$ cat config.mk
export PLATFORM = sky130hd
export DESIGN_NAME = color_conv_stream
export DESIGN_NICKNAME = d
export VERILOG_FILES = /design/src/rtl/color_conv_stream.sv
export SDC_FILE = /design/constraint.sdc
export NUM_CORES = 1
export LEC_CHECK = 0
export BUFFER_PORTS_ARGS = -buffer_cell sky130_fd_sc_hd__buf_2
export CAP_MARGIN = 20
export CORE_UTILIZATION = 66
export CTS_CLUSTER_SIZE = 20
export DETAILED_ROUTE_END_ITERATION = 10
export GPL_TIMING_DRIVEN = 0
export PLACE_DENSITY = 0.92
export RECOVER_POWER = 100
export SETUP_SLACK_MARGIN = 0.4
export SYNTH_ARGS = -nofsm -noshare
export SYNTH_HDL_FRONTEND = slang
export SYNTH_SLANG_ARGS = --single-unit
$ cat constraint.sdc
create_clock -name clk -period 8.65 [get_ports clk]
set_input_delay 0 -clock clk [delete_from_list [all_inputs] [get_ports clk]]
set_output_delay 0 -clock clk [all_outputs]
set_load 0.05 [all_outputs]
$ cat src/rtl/color_conv_stream.sv
// RGB to YCbCr (BT.601 / BT.709 per pixel) converter, 3-stage multiply / sum / round-clamp pipeline.
// Latency 3 cycles, one pixel per cycle; a single advance enable stalls every stage when the output is held.
module color_conv_stream #(
    parameter int DW = 8,
    parameter int CW = 14,
    parameter int UW = 2
) (
    input  logic            clk,
    input  logic            rst,
    input  logic            s_valid,
    output logic            s_ready,
    input  logic [3*DW-1:0] s_data,
    input  logic            s_mode,
    input  logic [UW-1:0]   s_user,
    output logic            m_valid,
    input  logic            m_ready,
    output logic [3*DW-1:0] m_data,
    output logic [UW-1:0]   m_user
);
    localparam int PW = DW + CW + 3;

    function automatic logic signed [PW-1:0] fx(input real c);
        return PW'($rtoi($floor(c * (2.0 ** CW) + 0.5)));
    endfunction

    // Row-major Y, Cb, Cr; columns R, G, B.
    localparam logic signed [PW-1:0] K601 [9] = '{
        fx(0.299),     fx(0.587),     fx(0.114),
        fx(-0.168736), fx(-0.331264), fx(0.5),
        fx(0.5),       fx(-0.418688), fx(-0.081312)
    };
    localparam logic signed [PW-1:0] K709 [9] = '{
        fx(0.2126),    fx(0.7152),    fx(0.0722),
        fx(-0.114572), fx(-0.385428), fx(0.5),
        fx(0.5),       fx(-0.454153), fx(-0.045847)
    };

    localparam logic signed [PW-1:0] CHROMA_OFS = {{(PW-DW-CW){1'b0}}, 1'b1, {(DW-1+CW){1'b0}}};
    localparam logic signed [PW-1:0] RND        = {{(PW-CW){1'b0}}, 1'b1, {(CW-1){1'b0}}};
    localparam logic signed [PW-1:0] MAXV       = {{(PW-DW){1'b0}}, {DW{1'b1}}};

    function automatic logic [DW-1:0] round_clamp(input logic signed [PW-1:0] s);
        logic signed [PW-1:0] r;
        r = (s + RND) >>> CW;
        if (r[PW-1])
            return '0;
        else if (r > MAXV)
            return '1;
        else
            return r[DW-1:0];
    endfunction

    logic                 advance;
    logic [DW-1:0]        rgb [3];
    logic signed [PW-1:0] coef [9];
    logic signed [PW-1:0] prod [9];

    logic                 v1, v2;
    logic signed [PW-1:0] p1 [9];
    logic [UW-1:0]        u1, u2;
    logic signed [PW-1:0] y2, cb2, cr2;

    assign advance = !m_valid || m_ready;
    assign s_ready = advance;

    assign rgb[0] = s_data[3*DW-1:2*DW];
    assign rgb[1] = s_data[2*DW-1:DW];
    assign rgb[2] = s_data[DW-1:0];

    always_comb begin
        for (int i = 0; i < 9; i++) begin
            coef[i] = s_mode ? K709[i] : K601[i];
            prod[i] = $signed({{(PW-DW){1'b0}}, rgb[i%3]}) * coef[i];
        end
    end

    // Control and output registers: valid bits clear on reset so in-flight pixels are dropped.
    always_ff @(posedge clk) begin
        if (rst) begin
            v1      <= 1'b0;
            v2      <= 1'b0;
            m_valid <= 1'b0;
            m_data  <= '0;
            m_user  <= '0;
        end else if (advance) begin
            v1      <= s_valid;
            v2      <= v1;
            m_valid <= v2;
            m_data  <= {round_clamp(cr2), round_clamp(cb2), round_clamp(y2)};
            m_user  <= u2;
        end
    end

    always_ff @(posedge clk) begin
        if (advance) begin
            p1  <= prod;
            u1  <= s_user;
            y2  <= p1[0] + p1[1] + p1[2];
            cb2 <= p1[3] + p1[4] + p1[5] + CHROMA_OFS;
            cr2 <= p1[6] + p1[7] + p1[8] + CHROMA_OFS;
            u2  <= u1;
        end
    end

endmodule

; Yosys cells after proc, flatten, opt, wreduce, memory -nomap -nowiden
; Index checks and enable logic that the tools add are counted.
[word_totals]
reg_bits = 299
inputBits = 31
out_inout_bits = 28
word_cells = 55
[op_classes]
addsub = 11
mul = 7
n_lt_le_gt_ge = 3
n_mux = 13
reduce_logical = 2
[ops]
columns = op, count
row1 = $add A25 B25 Y25, 4
row2 = $add A25 B15 Y25 const B, 3
row3 = $add A25 B23 Y25 const B, 2
row4 = $mux W8, 6
row5 = $mul A9 B14 Y23, 2
row6 = $mux W12, 3
row7 = $gt A11 B9 Y1 const B, 3
row8 = $add A22 B25 Y25, 1
row9 = $add A25 B22 Y25, 1
row10 = $mul A8 B14 Y22, 1
row11 = $mul A9 B13 Y22, 1
row12 = $mux W11, 2
row13 = $mul A8 B13 Y21, 1
row14 = $mul A9 B12 Y21, 1
row15 = $mul A8 B11 Y19, 1
row16 = $mux W13, 1
row17 = $mux W10, 1
row18 = $logic_not A1 Y1, 1
row19 = $logic_or A1 B1 Y1, 1

; Logic depth before layout (Yosys ltp)
; Gate-level depths: netlist of run 1.
[logic_depth]
depth_word = 4
depth_mapped = 23

; Least setup slack after synthesis of run 1
; Ideal clock, no wire load.
[synth_timing]
path_type = register to register
startpoint = reg m_valid
endpoint = reg cb2[13] (enable)
setup_time_ns = 0.663
t_arrival_ns = 6.762
required_ns = 7.987
setup_slack_ns = 1.225
stages_incl_launch_ff = 4
n_path_buf = 1
period_less_slack_ns = 7.425
path_cell_list = dfxtp_1 > nor2b_1 > inv_1 > buf_1
[synth_between]
elab_chain_len = 2
[synth_rtl]
columns = item, line_no
row1 = start: declaration, 15  ; output logic m_valid,
row2 = start signal: assignment, 88  ; m_valid <= v2;
row3 = $logic_not A1 Y1, 63  ; assign advance = !m_valid || m_ready;
row4 = $logic_or A1 B1 Y1, 63
row5 = named net s_ready, 11  ; output logic s_ready,
row6 = end signal: assignment, 99  ; cb2 <= p1[3] + p1[4] + p1[5] + CHROMA_OFS;
row7 = end: declaration, 61  ; logic signed [PW-1:0] y2, cb2, cr2;
; The timed path passes the listed nets, and every way through them passes these cells.
; A chain may end at the register's enable or synchronous reset.

==> out/qor_table.md, run 1 <==
| Result | Reported |
|---|---|
| Number of rows in the core area | 75 |
| Total number of vias | 20.8k |
| Clock Sink Count | 229 |
| Number of buffers created by CTS | 25 |
| Die X-Extent | 210 um |
| Count of flip-flops with a built-in enable after synthesis | 200 |
| Startpoint of the most critical hold path | s_data[10] |
| Register area share after synthesis | 23.0% |
| Startpoint Class | input port |
| Total standard cell area after synthesis | 28,700 sq um |
| Antenna violations before repair | 0 |
| Violations in the final reports | capacitance limit, slew limit |
| Avg Vias per Cell | 5.85 |
| Mux share of post-synthesis cell area | 0.105% |
| Post-layout util | 72.6% |
| Initial standard-cell utilization of the core | 67.6% |
| Area of the die | 44,300 sq um |
| Total iterations of the first detailed-routing run | 7 |
| Final count of hold timing violations | 0 |
| # Max-Cap Violations | 6 |
| Combinational family with the most area after synthesis | adder cells |
| Count of final setup violators | 0 |
| Storage element area | 6590 sq um |
| Initial DRC count | 1,974 |
| Share of Yosys cell area claimed by the top area cell type | 26.1% |
| Number of global-route vias before repair | 22.1k |
| Min-Delay Path Class | input port to register |
| FF-to-FF setup slack | 2.66 ns |
| Worst clock skew on the final layout | 0.0186 ns |
| Top cell types by occurrence after synthesis | sky130_fd_sc_hd__inv_1, sky130_fd_sc_hd__ha_1, sky130_fd_sc_hd__fa_1 |
| Largest incremental delay on the critical path | 0.81 ns |
| Cell at the slowest stage of the critical path | sky130_fd_sc_hd__clkbuf_1 |
| Fill cells | 2,914 |
| Syn Area/Cell | 10.2 sq um |
| Number of distinct library cells after synthesis | 75 |
| GRT overflow | 0 |
| Relative slew slack | -63.8% |
| Final clock period utilization by the worst path | 81.0% |
| Cell count after synthesis | 2,800 |
| Final #Nets | 3,799 |
| Buffer type at the clock tree root | sky130_fd_sc_hd__clkbuf_16 |
| Async S/R FF share, synth | 0% |
| Fin. max-slew vios | 221 |
| Global-route wire length before repair | 114 mm |
| Xor/xnor cell area share of the yosys netlist | 5.01% |
| # port buffers | 56 |
| Die Span Y | 210 um |
| Placer's final routability congestion estimate | 0.970 |
| Pre-CTS WS | 1.53 ns |
| Critical Path AT | 7.31 ns |
| Average wire length per cell after detail routing | 20.0 um |
| Critical path cell sequence | clkbuf_1, clkbuf_1, clkbuf_1, nand2_1, inv_1, ha_1, fa_1, inv_1, fa_1, fa_1, inv_1, ha_1, a21oi_1, o21bai_1, a22o_1, a21oi_1, o22ai_1, o21ai_0, or4b_1, o211ai_1 |
| Total routing usage reported by global routing | 33.3% |
| Critical path capture point type | register |
| Hold Path Depth | 2 |
| Clock tree from TritonCTS | yes |
| Category of the most critical setup path | input port to register |
| Post-CTS Resized | 0 |
| Critical path depth in cells | 20 |
| Pleak | 15.6 nW |
| Total area of multi-input combinational cells | 19,400 sq um |
| ANT cells | 0 |
| RSZ-0062 raised after global routing | no |
| Hold Path End | p1[102] |
| Depth of the CTS H-tree | 1 |
| Leading area contributor after synthesis | sky130_fd_sc_hd__fa_1 |
| Final worst setup slack | 1.65 ns |
| Data required, critical path | 8.96 ns |
| Adder and majority gate portion of the synthesized area | 45.3% |
| Core box area | 42,400 sq um |
| Reg-to-Reg Start | m_valid |
| Post-detailed-placement half-perimeter wirelength | 56.7 mm |
| Bufs on Longest Clock Path | 3 |
| Synth Area in Simple Gates | 7.94% |
| Main area contributors after synthesis | sky130_fd_sc_hd__fa_1, sky130_fd_sc_hd__edfxtp_1, sky130_fd_sc_hd__ha_1 |
| Post-synthesis compound-gate area fraction | 8.85% |
| Worst vdd ir | 0.000223 V |
| Setup_tns | 0 ns |
| Number of nets still failing antenna checks after routing | 0 |
| Clock transition at the registers of the reported paths | 0.06 ns |
| Post-layout minimum cycle time | 7.00 ns |
| Post-CTS setup buffer count | 0 |
| Ratio of total power to cell area | 416 nW/um^2 |
| Least-Margin Pin Slew | 2.46 ns |
| Outcome | complete, but fails checks |
| DRC violation count after routing | 0 |
| FF-to-FF End | p1[6] |
| Ports | 59 |
| Share of layout cells above drive strength 1 | 2.62% |
| Final total power | 12.8 mW |
| Synthesis-stage register bit count | 229 |
| Worst-skew pair later-pin latency | 0.54 ns |
| Prevailing post-synth register cell | sky130_fd_sc_hd__edfxtp_1 |
| Critical path peak fanout | 10 |
| FF-to-FF path depth | 6 |
| Yosys warning total | 0 |
| Worst setup path start | s_mode |
| Final routed wirelength across all metal layers | 70.9 mm |
| F_max | 0.143 GHz |
| Cell family contributing the most delay on the critical path | buffers and inverters |
| Most common cell in the netlist | sky130_fd_sc_hd__inv_1 |
| Number of buffers and inverters on the critical path | 6 |
| Maximum number of pins on one net before global-route repair | 50 |
| Layout overhead on the synthesized area | 7.48% |
-- placed cells by master, fill, tap and decap left out, types with 17 or more instances in the layout --
master	Yosys	final
sky130_fd_sc_hd__o21bai_1	17	17
sky130_fd_sc_hd__xor2_1	43	43
sky130_fd_sc_hd__clkbuf_16	0	26
sky130_fd_sc_hd__nor3_1	38	38
sky130_fd_sc_hd__and3_1	18	18
sky130_fd_sc_hd__nand2_1	133	133
sky130_fd_sc_hd__fa_1	374	374
sky130_fd_sc_hd__o21ai_0	53	56
sky130_fd_sc_hd__xnor2_1	121	121
sky130_fd_sc_hd__edfxtp_1	200	200
sky130_fd_sc_hd__inv_1	706	706
sky130_fd_sc_hd__dfxtp_1	29	29
sky130_fd_sc_hd__a31oi_1	22	22
sky130_fd_sc_hd__nand3_1	24	24
sky130_fd_sc_hd__nand2b_1	41	41
sky130_fd_sc_hd__ha_1	440	440
sky130_fd_sc_hd__a211oi_1	17	17
sky130_fd_sc_hd__nor2_1	111	111
sky130_fd_sc_hd__conb_1	2	44
sky130_fd_sc_hd__nor2b_1	23	23
sky130_fd_sc_hd__o21a_1	18	18
sky130_fd_sc_hd__a21oi_1	113	114
sky130_fd_sc_hd__clkbuf_1	37	94
sky130_fd_sc_hd__dlygate4sd3_1	0	24
sky130_fd_sc_hd__a21o_1	37	37
-- how the worst max path moves through the flow --
stage / endpoint / slack (ns)
final: p1[195] / 1.65
after global routing: p1[148] / 1.36
after CTS: p1[48] / 2.10
after detailed placement: p1[48] / 1.53
after global placement: s_ready / -0.46
after floorplan: cb2[13] / 1.22
-- area by class of cell --
class	instances	area share [%]
buffer	38	0.463
clock buffer	34	2.31
clock inverter	12	0.390
inverter	706	8.60
multi-input combinational	1869	62.9
sequential	229	21.4
tap	577	2.34
timing repair buffer	85	1.56
-- logic make-up (layout without fill, tap and decap cells) --
family,count (synthesis),in the layout
AOI/OAI and AO/OA,378,378
buffers and inverters,744,875
xor gates and xnor gates,164,164
adders and majority gates,814,814
DFF,229,229
muxes,3,3
other,2,44
and+or+nand+nor,466,466
-- where the power goes --
part           internal (mW)  leakage [nW]  switching [mW]
clock network          0.637         0.411           0.454
registers               2.20          2.35           0.347
logic                   3.75          12.8            5.43
-- sequential cells by signal, indices dropped and copies added, names as in the netlist --
| signal | cells |
|---|---|
| u2 | 2 |
| p1 | 162 |
| cb2 | 12 |
| cr2 | 12 |
| v1 | 1 |
| m_data | 24 |
| u1 | 2 |
| v2 | 1 |
| y2 | 10 |
| m_user | 2 |
| m_valid | 1 |
-- through the flow --
| stage | instances | hold WS [ns] | cell area (sq um) |
|---|---|---|---|
| final | 3550 | 0.125 | 30800 |
| after global routing | 3550 | 0.127 | 30800 |
| after CTS | 3550 | 0.0981 | 31000 |
| after detailed placement | 3480 | 0.182 | 29900 |
| after global placement | 3475 | 0.180 | 29800 |
| after floorplan | 2842 | 0.0989 | 28800 |
-- routing by layer --
| metal | up-vias | routed length [um] | part of all wire [%] | track usage [%] |
|---|---|---|---|---|
| li1 | 9369 | - | - | - |
| met1 | 10200 | 27000 | 38 | 41.1 |
| met2 | 935 | 34500 | 49 | 57.4 |
| met3 | 244 | 5510 | 7.8 | 5.10 |
| met4 | 0 | 3910 | 5.5 | 16.3 |
| met5 | - | 0 | 0 | 0 |
-- timing repair --
item	in CTS	in global routing
hold buffers	24	0
hold endpoints to repair	27	0
setup endpoints to repair	0	0
(Power assumes the default switching activity.)
==> run 2, diff against run 1 <==
--- a/config.mk
+++ b/config.mk
@@ -5,6 +5,7 @@
 export SDC_FILE = /design/constraint.sdc
 export NUM_CORES = 1
 export LEC_CHECK = 0
+export ABC_AREA = 1
 export BUFFER_PORTS_ARGS = -buffer_cell sky130_fd_sc_hd__buf_2
 export CAP_MARGIN = 20
 export CORE_UTILIZATION = 66
==> constraint.sdc (replaced) <==
create_clock -name clk -period 6.6 [get_ports clk]
set_input_delay 0 -clock clk [delete_from_list [all_inputs] [get_ports clk]]
set_output_delay 0 -clock clk [all_outputs]
set_load 0.05 [all_outputs]
==> run 2 against run 1 <==
  * The run still ends with capacitance limit, slew limit left
  * Critical endpoint is now p1[19]
  * Global-route usage grew 1.0 points
  * Register-to-register slack lost 1.3 ns
  * Clock skew shrank 0.0067 ns
  * Cell count grew 23%
  * Utilization shrank 0.94 points
  * Critical path depth is the same
  * Synthesized cell count grew 28%
  * Hold slack lost 0.098 ns
==> out/qor_table.md, run 2 <==
| Result | Reported | vs previous |
|---|---|---|
| RSZ-0062 raised after global routing | no |  |
| Dominant cell type by count on the critical path | sky130_fd_sc_hd__nand2_1 |  |
| Min-Delay Path Class | input port to register |  |
| Critical Path AT | 6.17 ns | -1.14 ns |
| GRT overflow | 0 | unchanged |
| Global-route wire length before repair | 127 mm | +12% |
| Number of nets still failing antenna checks after routing | 0 | unchanged |
| ANT cells | 0 | unchanged |
| Share of layout cells above drive strength 1 | 2.60% | -0.020 points |
| F_max | 0.171 GHz |  |
| Fin. max-slew vios | 114 | -48% |
| Post-layout minimum cycle time | 5.85 ns |  |
| Final clock period utilization by the worst path | 88.7% |  |
| Violations in the final reports | capacitance limit, slew limit |  |
| Fill cells | 3,387 | +16% |
| # port buffers | 57 | +1.8% |
| Clock tree from TritonCTS | yes |  |
| Most frequent standard cell in the layout excluding fill and tap cells | sky130_fd_sc_hd__inv_1 |  |
| Relative slew slack | -65.7% | -1.9 points |
| Cell at the slowest stage of the critical path | sky130_fd_sc_hd__clkbuf_1 |  |
| Commonest cells after routing, fill and taps aside | sky130_fd_sc_hd__inv_1, sky130_fd_sc_hd__nand2_1, sky130_fd_sc_hd__ha_1 |  |
| Average wire length per cell after detail routing | 18.2 um | -9.1% |
| Total area of multi-input combinational cells | 21,200 sq um | +9.4% |
| Depth of the CTS H-tree | 1 | unchanged |
| Initial standard-cell utilization of the core | 66.9% | -0.71 points |
| Final routed wirelength across all metal layers | 79.4 mm | +12% |
| Data required, critical path | 6.92 ns | -2.04 ns |
| Prevailing post-synth register cell | sky130_fd_sc_hd__edfxtp_1 |  |
| Total routing usage reported by global routing | 34.3% | +1.0 points |
| Syn Area/Cell | 8.67 sq um | -15% |
| Avg Vias per Cell | 5.63 | -3.6% |
| Bufs on Longest Clock Path | 3 | unchanged |
| Number of global-route vias before repair | 25.4k | +15% |
| Clock transition at the registers of the reported paths | 0.07 ns | about the same |
| Least-Margin Pin Slew | 2.49 ns | +0.0292 ns |
| Cell count after synthesis | 3,591 | +28% |
| Clock Sink Count | 229 | unchanged |
| Buffer type at the clock tree root | sky130_fd_sc_hd__clkbuf_16 |  |
| Number of rows in the core area | 79 | +5.3% |
| Core box area | 46,600 sq um | +9.8% |
| Yosys warning total | 0 | unchanged |
| Most common cell in the netlist | sky130_fd_sc_hd__inv_1 |  |
| Worst-skew pair later-pin latency | 0.57 ns | +0.03 ns |
| # Max-Cap Violations | 2 | -4 |
| Layout overhead on the synthesized area | 7.22% |  |
| Share of Yosys cell area claimed by the top area cell type | 24.1% | -2.1 points |
| Total number of vias | 24.6k | +19% |
| Startpoint Class | input port |  |
| Critical path capture point type | register |  |
| Worst clock skew on the final layout | 0.0119 ns | -0.00669 ns |
| Largest registers | p1 x162, m_data x24 |  |
| Count of flip-flops with a built-in enable after synthesis | 200 | unchanged |
| Post-detailed-placement half-perimeter wirelength | 65.8 mm | +16% |
| Die X-Extent | 219 um | +4.2% |
| Register area share after synthesis | 21.2% | -1.8 points |
| Outcome | complete, but fails checks |  |
| DRC violation count after routing | 0 | unchanged |
| Async S/R FF share, synth | 0% | unchanged |
| Number of buffers inserted for hold repair after clock tree synthesis | 23 | -4.2% |
| Largest Register | p1 |  |
| Final #Nets | 4,588 | +21% |
| Placer's final routability congestion estimate | 0.997 | +2.8% |
| Storage element area | 6590 sq um | unchanged |
| Total iterations of the first detailed-routing run | 7 | unchanged |
| Setup_tns | 0 ns | unchanged |
| Final count of hold timing violations | 0 | unchanged |
| Largest incremental delay on the critical path | 0.84 ns | +0.03 ns |
| Ports | 59 | unchanged |
| Count of final setup violators | 0 | unchanged |
| Critical path cell sequence | clkbuf_1, buf_2, buf_2, clkbuf_1, nand2_1, inv_1, fa_1, ha_1, inv_1, fa_1, fa_1, inv_1, ha_1, nand2_1, o21ai_0, nand3_1, nand2_1, nand3_1, nand2_1, xor2_1 |  |
| Leading area contributor after synthesis | sky130_fd_sc_hd__fa_1 |  |
| Top cell types by occurrence after synthesis | sky130_fd_sc_hd__inv_1, sky130_fd_sc_hd__nand2_1, sky130_fd_sc_hd__ha_1 |  |
| Main area contributors after synthesis | sky130_fd_sc_hd__fa_1, sky130_fd_sc_hd__edfxtp_1, sky130_fd_sc_hd__ha_1 |  |
| Die Span Y | 219 um | +4.2% |
| Number of distinct library cells after synthesis | 50 | -33% |
| Flip-flop count of the largest register, all copies and words added | 162 | unchanged |
| Number of buffers created by CTS | 27 | +8.0% |
| Synthesis-stage register bit count | 229 | unchanged |
| Area of the die | 48,000 sq um | +8.5% |
| Post-CTS Resized | 0 | unchanged |
| Total standard cell area after synthesis | 31,100 sq um | +8.6% |
| Critical path peak fanout | 10 | unchanged |
| Antenna violations before repair | 0 | unchanged |
| Post-CTS setup buffer count | 0 | unchanged |
| Maximum number of pins on one net before global-route repair | 110 | +120% |
| Initial DRC count | 2,085 | +5.6% |
| Category of the most critical setup path | input port to register |  |
## run 2: cell type report
| class | instances | area share [%] |
|---|---|---|
| Buffer | 37 | 0.457 |
| Clock buffer | 31 | 2.07 |
| Clock inverter | 19 | 0.611 |
| Inverter | 879 | 9.89 |
| Multi-Input combinational cell | 2488 | 63.6 |
| Sequential cell | 229 | 19.7 |
| Tap cell | 607 | 2.28 |
| Timing Repair Buffer | 81 | 1.39 |
## run 2: cells by family after synthesis
group | synth area share, %
other | 0.0241
xor gates and xnor gates | 4.02
AOI/OAI and AO/OA | 7.31
and+or+nand+nor | 14.6
adders and majority gates | 41.7
DFF | 21.2
buffers and inverters | 11.1
## run 2: metal layers
metal  part of all wire, %  vias to the layer above  routed length (um)  global-route usage (%)
met5                     0                        -                   0                       0
met4                   5.5                        0                4400                    17.1
met3                   8.9                      283                7030                    6.42
met2                    46                     1082               36900                    56.1
met1                    39                    11700               31100                    43.8
li1                      -                    11600                   -                       -
## run 2: metrics by stage
step / area [sq um] / instances / hold WS (ns) / worst slack [ns] / util, %
6_report: 33400 / 4371 / 0.0276 / 0.748 / 71.7
5_1_grt: 33400 / 4371 / 0.0436 / 0.586 / 71.7
4_1_cts: 33500 / 4371 / 0.00107 / 1.54 / 71.9
3_5_place_dp: 32400 / 4298 / 0.192 / 0.963 / 69.5
3_3_place_gp: 32300 / 4297 / 0.200 / 1.06 / 69.4
2_1_floorplan: 31300 / 3633 / 0.0989 / 2.40 / -
## run 2: critical path: cells and delay by family
family | cells | cell delay, ns
AO/OA/AOI/OAI | 1 | 0.47
adder cells (fa/ha/maj) | 5 | 2.30
XOR/XNOR | 1 | 0.07
AND/OR/NAND/NOR | 6 | 0.68
buffers and inverters | 7 | 2.64
## run 2: path summary, 6_finish.rpt
kind	startpoint	endpoint	slack, ns	cells after the start
setup reg to reg	m_valid	cr2[18]	1.34	5
hold / removal	s_data[10]	p1[102]	0.03	2
hold reg to reg	u1[0]	u2[0]	0.43	0
setup / recovery	s_mode	p1[19]	0.75	20
Power of run 2 is not shown: default switching activity piles up to over one toggle a cycle in this logic, so the estimate is an artifact.
